### config.mk
export PLATFORM = sky130hd
export DESIGN_NAME = memofs_loop_stage
export DESIGN_NICKNAME = d
export VERILOG_FILES = /design/src/rtl/memofs_loop_stage_pkg.sv /design/src/rtl/memofs_loop_stage_carry.sv /design/src/rtl/memofs_loop_stage.sv
export SDC_FILE = /design/constraint.sdc
export NUM_CORES = 1
export LEC_CHECK = 0
export CAP_MARGIN = 20
export CELL_PAD_IN_SITES_DETAIL_PLACEMENT = 0
export CELL_PAD_IN_SITES_GLOBAL_PLACEMENT = 2
export CORE_MARGIN = 1.5
export CORE_UTILIZATION = 38
export CTS_BUF_LIST = sky130_fd_sc_hd__clkbuf_4
export DETAILED_ROUTE_END_ITERATION = 10
export DONT_BUFFER_PORTS = 1
export HOLD_SLACK_MARGIN = 0.05
export PLACE_DENSITY = 0.79
export SLEW_MARGIN = 40
export SYNTH_ARGS = -nofsm -noshare
export SYNTH_HDL_FRONTEND = slang
export SYNTH_HIERARCHICAL = 1
export SYNTH_SLANG_ARGS = --single-unit
### constraint.sdc
create_clock -name i_clk -period 3.9 [get_ports i_clk]
set_input_delay 0.39 -clock i_clk [delete_from_list [all_inputs] [get_ports i_clk]]
set_output_delay 0.39 -clock i_clk [all_outputs]
set_load 0.005 [all_outputs]
### src/rtl/memofs_loop_stage_pkg.sv
// Shared loop-engine configuration: dimensionality, config slot count, address width.
package TauCfg;

    localparam int unsigned DIM            = 3;
    localparam int unsigned N_ICFG         = 4;
    localparam int unsigned GLOBAL_ADDR_BW = 8;

endpackage : TauCfg

### src/rtl/memofs_loop_stage_carry.sv
// Combinational carry logic for an N-dimensional loop nest.
// Finds the innermost-first dimension that can still advance, builds the
// add/reset flag words and the counter values for the next point.
module NDLoopCarry #(
    parameter int unsigned DIM    = TauCfg::DIM,
    parameter int unsigned CNT_BW = TauCfg::GLOBAL_ADDR_BW
) (
    input  logic [CNT_BW-1:0] bound_i      [DIM],
    input  logic [CNT_BW-1:0] cnt_i        [DIM],
    output logic              all_last_o,
    output logic [0:DIM-1]    add_flag_o,
    output logic [0:DIM-1]    reset_flag_o,
    output logic [CNT_BW-1:0] cnt_nxt_o    [DIM],
    output logic              nxt_all_last_o
);

    logic [0:DIM-1] at_last;
    logic           hit;

    // Per-dimension "counter sits on its final value" detection.
    always_comb begin
        at_last = '0;
        for (int k = 0; k < int'(DIM); k++) begin
            at_last[k] = (cnt_i[k] == (bound_i[k] - CNT_BW'(1)));
        end
        all_last_o = &at_last;
    end

    // Scan from innermost outward; the first non-final dimension advances,
    // every dimension inside it is cleared and flagged for reset.
    always_comb begin
        hit          = 1'b0;
        add_flag_o   = '0;
        reset_flag_o = '0;
        for (int k = 0; k < int'(DIM); k++) begin
            cnt_nxt_o[k] = cnt_i[k];
        end
        for (int k = int'(DIM) - 1; k >= 0; k--) begin
            if (!hit) begin
                if (!at_last[k]) begin
                    add_flag_o[k] = 1'b1;
                    cnt_nxt_o[k]  = cnt_i[k] + CNT_BW'(1);
                    hit           = 1'b1;
                end else begin
                    reset_flag_o[k] = 1'b1;
                    cnt_nxt_o[k]    = '0;
                end
            end
        end
    end

    // Whether the point after this carry is the final point of the nest.
    always_comb begin
        nxt_all_last_o = 1'b1;
        for (int k = 0; k < int'(DIM); k++) begin
            if (cnt_nxt_o[k] != (bound_i[k] - CNT_BW'(1))) begin
                nxt_all_last_o = 1'b0;
            end
        end
    end

endmodule : NDLoopCarry

### src/rtl/memofs_loop_stage.sv
// Loop-nest flag generator: accepts a block command (per-dimension trip
// counts plus a config count) and emits one flag word per config slot per
// point of the nest, in row-major order with the last dimension innermost.
module memofs_loop_stage
    import TauCfg::*;
#(
    parameter int unsigned N_CFG  = TauCfg::N_ICFG,
    parameter int unsigned CNT_BW = TauCfg::GLOBAL_ADDR_BW
) (
    input  logic                           i_clk,
    input  logic                           i_rst,
    input  logic                           src_rdy,
    output logic                           src_ack,
    input  logic [CNT_BW-1:0]              i_bound [TauCfg::DIM],
    input  logic [$clog2(N_CFG+1)-1:0]     i_ncfg,
    output logic                           dst_rdy,
    input  logic                           dst_ack,
    output logic [0:TauCfg::DIM-1]         o_reset_flag,
    output logic [0:TauCfg::DIM-1]         o_add_flag,
    output logic [$clog2(N_CFG+1)-1:0]     o_id,
    output logic                           o_islast
);

    localparam int unsigned DIM    = TauCfg::DIM;
    localparam int unsigned CFG_BW = $clog2(N_CFG + 1);

    typedef enum logic {
        S_IDLE = 1'b0,
        S_RUN  = 1'b1
    } state_t;

    state_t              state_q, state_d;

    logic [CNT_BW-1:0]   bound_q [DIM];
    logic [CNT_BW-1:0]   bound_d [DIM];
    logic [CNT_BW-1:0]   cnt_q   [DIM];
    logic [CNT_BW-1:0]   cnt_d   [DIM];
    logic [CFG_BW-1:0]   ncfg_q, ncfg_d;
    logic [CFG_BW-1:0]   id_q, id_d;
    logic [0:DIM-1]      reset_q, reset_d;
    logic [0:DIM-1]      add_q, add_d;
    logic                islast_q, islast_d;

    logic                cmd_ok;
    logic                cmd_single;
    logic                id_last;

    logic                c_all_last;
    logic [0:DIM-1]      c_add;
    logic [0:DIM-1]      c_reset;
    logic [CNT_BW-1:0]   c_cnt_nxt [DIM];
    logic                c_nxt_all_last;

    NDLoopCarry #(
        .DIM    (DIM),
        .CNT_BW (CNT_BW)
    ) u_carry (
        .bound_i        (bound_q),
        .cnt_i          (cnt_q),
        .all_last_o     (c_all_last),
        .add_flag_o     (c_add),
        .reset_flag_o   (c_reset),
        .cnt_nxt_o      (c_cnt_nxt),
        .nxt_all_last_o (c_nxt_all_last)
    );

    // Commands are only taken while idle; reset masks the acknowledge.
    assign src_ack = src_rdy & (state_q == S_IDLE) & ~i_rst;

    // Command legality and the single-word shortcut for the first islast.
    always_comb begin
        cmd_ok     = (i_ncfg != '0) && (i_ncfg <= CFG_BW'(N_CFG));
        cmd_single = (i_ncfg == CFG_BW'(1));
        for (int k = 0; k < int'(DIM); k++) begin
            if (i_bound[k] == '0) begin
                cmd_ok = 1'b0;
            end
            if (i_bound[k] != CNT_BW'(1)) begin
                cmd_single = 1'b0;
            end
        end
    end

    assign id_last = (id_q == (ncfg_q - CFG_BW'(1)));

    // State register.
    always_ff @(posedge i_clk or posedge i_rst) begin
        if (i_rst) begin
            state_q <= S_IDLE;
        end else begin
            state_q <= state_d;
        end
    end

    // Next-state logic.
    always_comb begin
        state_d = state_q;
        unique case (state_q)
            S_IDLE: begin
                if (src_ack && cmd_ok) begin
                    state_d = S_RUN;
                end
            end
            S_RUN: begin
                if (dst_ack && islast_q) begin
                    state_d = S_IDLE;
                end
            end
            default: state_d = S_IDLE;
        endcase
    end

    // Output/datapath next values: latch on accept, step id, then carry.
    always_comb begin
        for (int k = 0; k < int'(DIM); k++) begin
            bound_d[k] = bound_q[k];
            cnt_d[k]   = cnt_q[k];
        end
        ncfg_d   = ncfg_q;
        id_d     = id_q;
        reset_d  = reset_q;
        add_d    = add_q;
        islast_d = islast_q;

        unique case (state_q)
            S_IDLE: begin
                if (src_ack && cmd_ok) begin
                    for (int k = 0; k < int'(DIM); k++) begin
                        bound_d[k] = i_bound[k];
                        cnt_d[k]   = '0;
                    end
                    ncfg_d   = i_ncfg;
                    id_d     = '0;
                    reset_d  = '1;
                    add_d    = '0;
                    islast_d = cmd_single;
                end
            end
            S_RUN: begin
                if (dst_ack) begin
                    if (islast_q) begin
                        for (int k = 0; k < int'(DIM); k++) begin
                            cnt_d[k] = '0;
                        end
                        id_d     = '0;
                        reset_d  = '0;
                        add_d    = '0;
                        islast_d = 1'b0;
                    end else if (!id_last) begin
                        id_d     = id_q + CFG_BW'(1);
                        islast_d = c_all_last &&
                                   ((id_q + CFG_BW'(1)) == (ncfg_q - CFG_BW'(1)));
                    end else begin
                        for (int k = 0; k < int'(DIM); k++) begin
                            cnt_d[k] = c_cnt_nxt[k];
                        end
                        id_d     = '0;
                        reset_d  = c_reset;
                        add_d    = c_add;
                        islast_d = c_nxt_all_last && (ncfg_q == CFG_BW'(1));
                    end
                end
            end
            default: ;
        endcase
    end

    // Datapath and output registers.
    always_ff @(posedge i_clk or posedge i_rst) begin
        if (i_rst) begin
            for (int k = 0; k < int'(DIM); k++) begin
                bound_q[k] <= '0;
                cnt_q[k]   <= '0;
            end
            ncfg_q   <= '0;
            id_q     <= '0;
            reset_q  <= '0;
            add_q    <= '0;
            islast_q <= 1'b0;
        end else begin
            for (int k = 0; k < int'(DIM); k++) begin
                bound_q[k] <= bound_d[k];
                cnt_q[k]   <= cnt_d[k];
            end
            ncfg_q   <= ncfg_d;
            id_q     <= id_d;
            reset_q  <= reset_d;
            add_q    <= add_d;
            islast_q <= islast_d;
        end
    end

    assign dst_rdy      = (state_q == S_RUN);
    assign o_reset_flag = reset_q;
    assign o_add_flag   = add_q;
    assign o_id         = id_q;
    assign o_islast     = islast_q;

endmodule : memofs_loop_stage

==> results of run 1 <==
cell usage after synthesis (all sizes together) (5+ instances only):
library cell / number
dfrtp: 62
nor2: 43
xnor2: 39
nand2: 33
a22o: 31
mux2: 26
xor2: 25
inv: 24
o21ai: 23
nand3: 19
nor3: 18
a21oi: 15
buf: 13
clkbuf: 11
nor4: 10
ha: 9
nand2b: 9
and3: 8
o22ai: 7
nor2b: 6
o31ai: 6
or3: 6
nor3b: 5
o2111ai: 5
timing repair:
action                                 4_1_cts  5_1_grt
resized for setup                           26        4
hold buffers                                 1        3
setup endpoints to repair                    1        1
endpoints found under the hold margin       36        3
pin swaps                                   18        5
setup buffers                                5        1
gates cloned                                 1        0
worst register-to-register path: cells and delay by family, from the launching register on:
kind	cells	cell delay (ns)
AO/OA/AOI/OAI	8	1.35
XOR/XNOR	2	0.29
adder cells (fa/ha/maj)	1	0.27
buffers and inverters	2	0.23
flip-flops	1	0.38
AND/OR/NAND/NOR	5	1.34
how the worst max path moves through the flow:
stage / slack, ns / end / startpoint / cells past startpoint
CTS: 0.003 / o_islast / bound_q[8] / 18
detailed placement: -0.21 / o_islast / bound_q[0] / 17
global placement: -0.08 / o_islast / bound_q[0] / 18
finish: -0.02 / o_islast / bound_q[8] / 18
global route: -0.31 / o_islast / bound_q[8] / 19
floorplan: 0.02 / o_islast / bound_q[8] / 18
layer usage:
metal | vias up | share of wire, % | GRT usage (%)
li1 | 1997 | - | -
met5 | - | 0 | 0
met1 | 2033 | 47 | 28.36
met3 | 20 | 3.0 | 4.059
met4 | 0 | 2.9 | 9.630
met2 | 70 | 47 | 33.41
layout make-up:
cell class | instances | area (um2)
flip-flops and latches | 62 | 1553
well taps | 168 | 210.2
repair buffers | 81 | 615.6
clock inverters | 6 | 53.80
inverters | 24 | 91.34
multi-input cells | 399 | 3129
clock buffers | 9 | 67.56
fillers | 1118 | 6441
logic make-up after synthesis:
group,share of synthesized area [%]
AND/OR/NAND/NOR,19.60
AO/OA/AOI/OAI,19.03
XOR/XNOR,13.31
flip-flops,32.37
buffers and inverters,5.116
multiplexers,8.222
adder cells (fa/ha/maj),2.349
power breakdown:
| part | internal (mW) | switching [mW] |
|---|---|---|
| registers | 0.821 | 0.249 |
| clock network | 0.185 | 0.258 |
| logic | 1.08 | 0.964 |
sequential cells by signal, indices dropped and copies added, names as in the netlist:
name	flops
o_reset_flag	3
dst_rdy	1
o_add_flag	3
o_id	3
cnt_q	24
o_islast	1
ncfg_q	3
bound_q	24
through the flow:
stage / TNS [ns] / power, mW / hold slack [ns] / setup WS [ns]
finish: -0.01613 / 3.560 / 0.07873 / -0.01613
floorplan: 0 / 2.363 / 0.4640 / 0.02198
detailed placement: -0.2109 / 2.990 / 0.4908 / -0.2109
global placement: -0.07525 / 2.955 / 0.4774 / -0.07525
global route: -0.3051 / 3.835 / 0.05100 / -0.3051
CTS: 0 / 3.541 / 0.05125 / 0.002812
==> impl_metrics.toml, run 1 <==
[synth]
postSynthAreaPerCell_um2 = 9.417
syn_nets = 549
synth_edf_count = 0
synth_top_area_share_pct = 32.37
synth_area_leader_cell = "dfrtp_1"
async_flop_share_pct = 100.0
synth_cells = 509
yosysUniqueCellTypes = 76
synth_flop_cell = "dfrtp_1"
ys_ff_latch = 62
netlist_area_um2 = 4793
yosys_warnings = 6
ys_seq_area_share_pct = 32.37
ys_top_cells_by_area = "dfrtp_1 (32%), xnor2_1 (7.1%), mux2_4 (6.0%), a22o_1 (5.7%), xor2_1 (4.4%)"

[floorplanning]
die_h_um = 115.3
die_x_um = 115.3
start_util_pct = 39.41
rows = 40
dieArea_um2 = 13300
core_um2 = 12160
design.portCount = 43

[sta]
rsz0062_at_grt = "true"
tightest_slew_ns = 0.7228
fmax_mhz = 255.4
clock_skew_ns = 0.01649
final_max_slew_viol_count = 0
finalSetupViolations = 1
period_minus_slack_ns = 3.916
fin_crit_sh_pct = 100.4
worst_slack_ns = -0.01613
slew_headroom_pct = 51.75
hold_viol_final = 0

[placed_design]
port_buffers = 0
dp_hpwl_mm = 9.780
dp.cells = 724
place.gp.congestion = 0.8596
place_area_um2 = 5384

[finish]
final_common_cell = "buf_4"
post-route-util_pct = 47.04
n_antenna_cell = 0
drive_gt1_share_pct = 27.71
syn2layout_area_growth_pct = 19.34
final_cell_mix = "buf_4 (76), dfrtp_1 (61), xnor2_1 (37), nor2_1 (36), nand2_1 (33)"
nets = 617
layout.cells.non_filler = 749
fin_area_um2 = 5720

[setup_path]
critical_path_arrival_ns = 4.29
crit_slowest_cell = "or4_4"
ff2ff_setup_slack_ns = -0.02
start_kind = "flip-flop"
reg2reg_depth = 18
worstPathRequired_ns = 4.28
cpLargestDelayFamily = "compound AO/OA/AOI/OAI gates"
crit_type = "reg2reg"
max_stage_delay_ns = 0.55
r2r_start = "bound_q[8]"
crit_path_max_fanout = 3
crit_path_end_kind = "flip-flop"
critPathBufInv = 2
reg2reg_to = "o_islast"
crit_chain = "inv_2 -> ha_4 -> xor2_2 -> o311ai_2 -> or3_1 -> a311o_1 -> nor3_4 -> buf_2 -> o21ai_0 -> a22o_1 -> xnor2_1 -> o21bai_1 -> or4_4 -> a2111oi_4 -> nand3_1 -> nor2_1 -> a21oi_1 -> a31oi_1"

[detailed_routing]
drtIter0Drc = 159
post_drt_wl_per_cell_um = 17.62
wl_mm = 13.20
first_pass_iters = 4
via_count = 4120
viasPerCell = 5.501
drc = 0
ant_nets = 0

[clock_network]
cts_sinks = 62
root_buffer = "clkbuf_4"
clkTransAtPathRegs_ns = 0.12
clk_latency_ns = 0.45
clockBufferDepth = 2
cts_tree = "built"
numCtsBuffers = 9
h-tree-depth = 3

[power_and_ir_drop]
powerDensity_nw_per_um2 = 622.3
p_leak_nw = 2.441
ir_worst_vdd_mv = 0.3827

[hold_path]
worstHoldStart = "i_bound[21]"
hp-class = "in2reg"
worstHoldPathCells = 1
min_to = "bound_q[21]"

[outcome]
status = "complete, but fails checks"
violations = "setup timing"

[grt]
grt_use_total_pct = 21.25
grt_pass1_vias = 4132
grt_pass1_wl_mm = 21.58
antenna_found_initial = 0
grt_max_degree = 38
overflow = 0

[job]
cap_violations = 0
Note: power is estimated with default switching activity, not from simulation.
==> inputs of run 2 (changes only) <==
CORE_UTILIZATION = 45   (was 38)
PLACE_DENSITY = 0.87   (was 0.79)
clock period = 5 ns   (was 3.9 ns; I/O delays follow)
==> run 2 against run 1 <==
Compared with the run above: the flow now finishes without violations; critical path depth is the same; die area shrank 15%; non-clock buffer count shrank 75; power shrank 31%; clock power fell by 18%.
==> impl_metrics.toml, run 2 (synthesis gave the netlist of run 1 again) <==
[setup_path]
crit_path_max_fanout = 12
crit_type = "reg2reg"
crit_start = "bound_q[8]"
r2r_start = "bound_q[8]"
max_stage_delay_ns = 0.56
crit_chain = "inv_1 -> ha_1 -> nor2b_1 -> and3b_1 -> xnor3_1 -> o2111ai_1 -> nor3_2 -> buf_4 -> nor2_1 -> mux2_2 -> xnor2_1 -> o2111ai_1 -> or4_1 -> a2111oi_2 -> nand3_1 -> nor2_1 -> a21oi_1 -> a31oi_1"
crit_path_end_kind = "flip-flop"
crit_slowest_cell = "or4_1"
start_kind = "flip-flop"
critical_path_arrival_ns = 4.88
worstPathRequired_ns = 5.36

[sta]
tns_ns = 0
slew_headroom_pct = 54.28
final_max_slew_viol_count = 0
rsz0062_at_grt = "false"
fin_crit_sh_pct = 90.33
clock_skew_ns = 0.02605
hold_viol_final = 0
fmax_mhz = 221.4
tightest_slew_ns = 0.6841
period_minus_slack_ns = 4.516
finalSetupViolations = 0

[floorplanning]
die_h_um = 106.2
core_um2 = 10320
die_x_um = 106.2
start_util_pct = 46.43
design.portCount = 43
rows = 37
dieArea_um2 = 11280

[clock_network]
cts_tree = "built"
clkTransAtPathRegs_ns = 0.13
ctsResizeCount = 0
cts_sinks = 62
root_buffer = "clkbuf_4"
h-tree-depth = 3
clockBufferDepth = 2
clk_latency_ns = 0.45
ctsHoldBuffers = 0
numCtsBuffers = 9
post_cts_buffers = 0

[power_and_ir_drop]
ir_worst_vdd_mv = 0.2199
p_leak_nw = 2.044
combPwrFrac_pct = 49.0
pwr-share-clk_pct = 14.8
switching_share_pct = 42.74
internal_power_mw = 1.405
seq_power_share_pct = 36.2
power_switching_mw = 1.048
powerDensity_nw_per_um2 = 491.6

[outcome]
status = "completed"

[detailed_routing]
ant_nets = 0
via_count = 3784
wl_mm = 11.87
viasPerCell = 5.885
drc = 0
post_drt_wl_per_cell_um = 18.46
drtIter0Drc = 160
first_pass_iters = 4

[finish]
largestRegisters = "bound_q: 24 flops, cnt_q: 24 flops"
n_antenna_cell = 0
nets = 542
final_common_cell = "dfrtp_1"
syn2layout_area_growth_pct = 4.098
final_cell_mix = "dfrtp_1 (62), nor2_1 (39), xnor2_1 (39), nand2_1 (33), a22o_1 (31)"
drive_gt1_share_pct = 13.61
post-route-util_pct = 48.33

[placed_design]
port_buffers = 0
place.gp.congestion = 0.8463
dp_hpwl_mm = 8.584

[grt]
grt_use_total_pct = 22.50
grt_max_degree = 63
antenna_found_initial = 0
overflow = 0
grt_pass1_vias = 3694
grt_pass1_wl_mm = 19.82

[hold_path]
hp-class = "in2async"

[job]
cap_violations = 0
[run 2: cell count changes in the layout (fill, tap and decap cells not counted), moves of 3 or more]
cell,change
buf_4,-71
o21ai_0,+3
clkinv_2,-4
dlygate4sd3_1,-4
nor2_1,+3
[run 2: path summary, 6_finish.rpt]
path                                  to  slack [ns]  depth (start not counted)
min in group i_clk             ncfg_q[0]        0.18                          2
max in group asynchronous     bound_q[0]        4.51                          2
max reg2reg                     o_islast        0.48                         18
min                            cnt_q[14]        0.07                          2
min reg2reg                o_add_flag[1]        0.53                          1
max                             o_islast        0.48                         18
[run 2: area by class of cell]
class,count,area (um2)
fill,1010,5334
multi-input combinational,399,2997
sequential,62,1551
tap,136,170.2
inverter,24,90.09
clock buffer,11,82.58
clock inverter,5,50.05
timing repair buffer,6,48.80
[run 2: power by group through the flow]
stage	combinational [mW]	clock (mW)	sequential, mW
2_1_floorplan	1.04	0	0.797
3_3_place_gp	1.18	0	0.897
3_5_place_dp	1.19	0	0.901
4_1_cts	1.20	0.369	0.891
5_1_grt	1.32	0.392	0.920
6_report	1.20	0.362	0.888
[run 2: per-layer routing]
metal  up-vias  track usage, %  routed length, um
li1       1855               -                  -
met1      1851           32.35               5833
met2        61           34.15               5420
met3        17           3.311                362
met4         0           8.494                253
met5         -               0                  0
[run 2: metrics by stage]
stage	std cells	hold WS, ns	setup slack (ns)	instance area, um2	total power [mW]
floorplan	509	0.4640	1.012	4793	1.840
global placement	627	0.5132	0.6122	4853	2.078
finish	643	0.06826	0.4836	4990	2.453
CTS	643	0.1620	0.5338	4986	2.458
global route	643	0.1122	0.1683	4990	2.633
detailed placement	627	0.5111	0.5683	4853	2.092
[run 2: worst max-delay path: cells and delay by family, from the launching register on]
family / cells / cell delay, ns
AOI/OAI and AO/OA: 5 / 0.87
xor gates and xnor gates: 2 / 0.40
adders and majority gates: 1 / 0.24
buffers and inverters: 2 / 0.30
DFF: 1 / 0.45
muxes: 1 / 0.30
and+or+nand+nor: 7 / 1.88
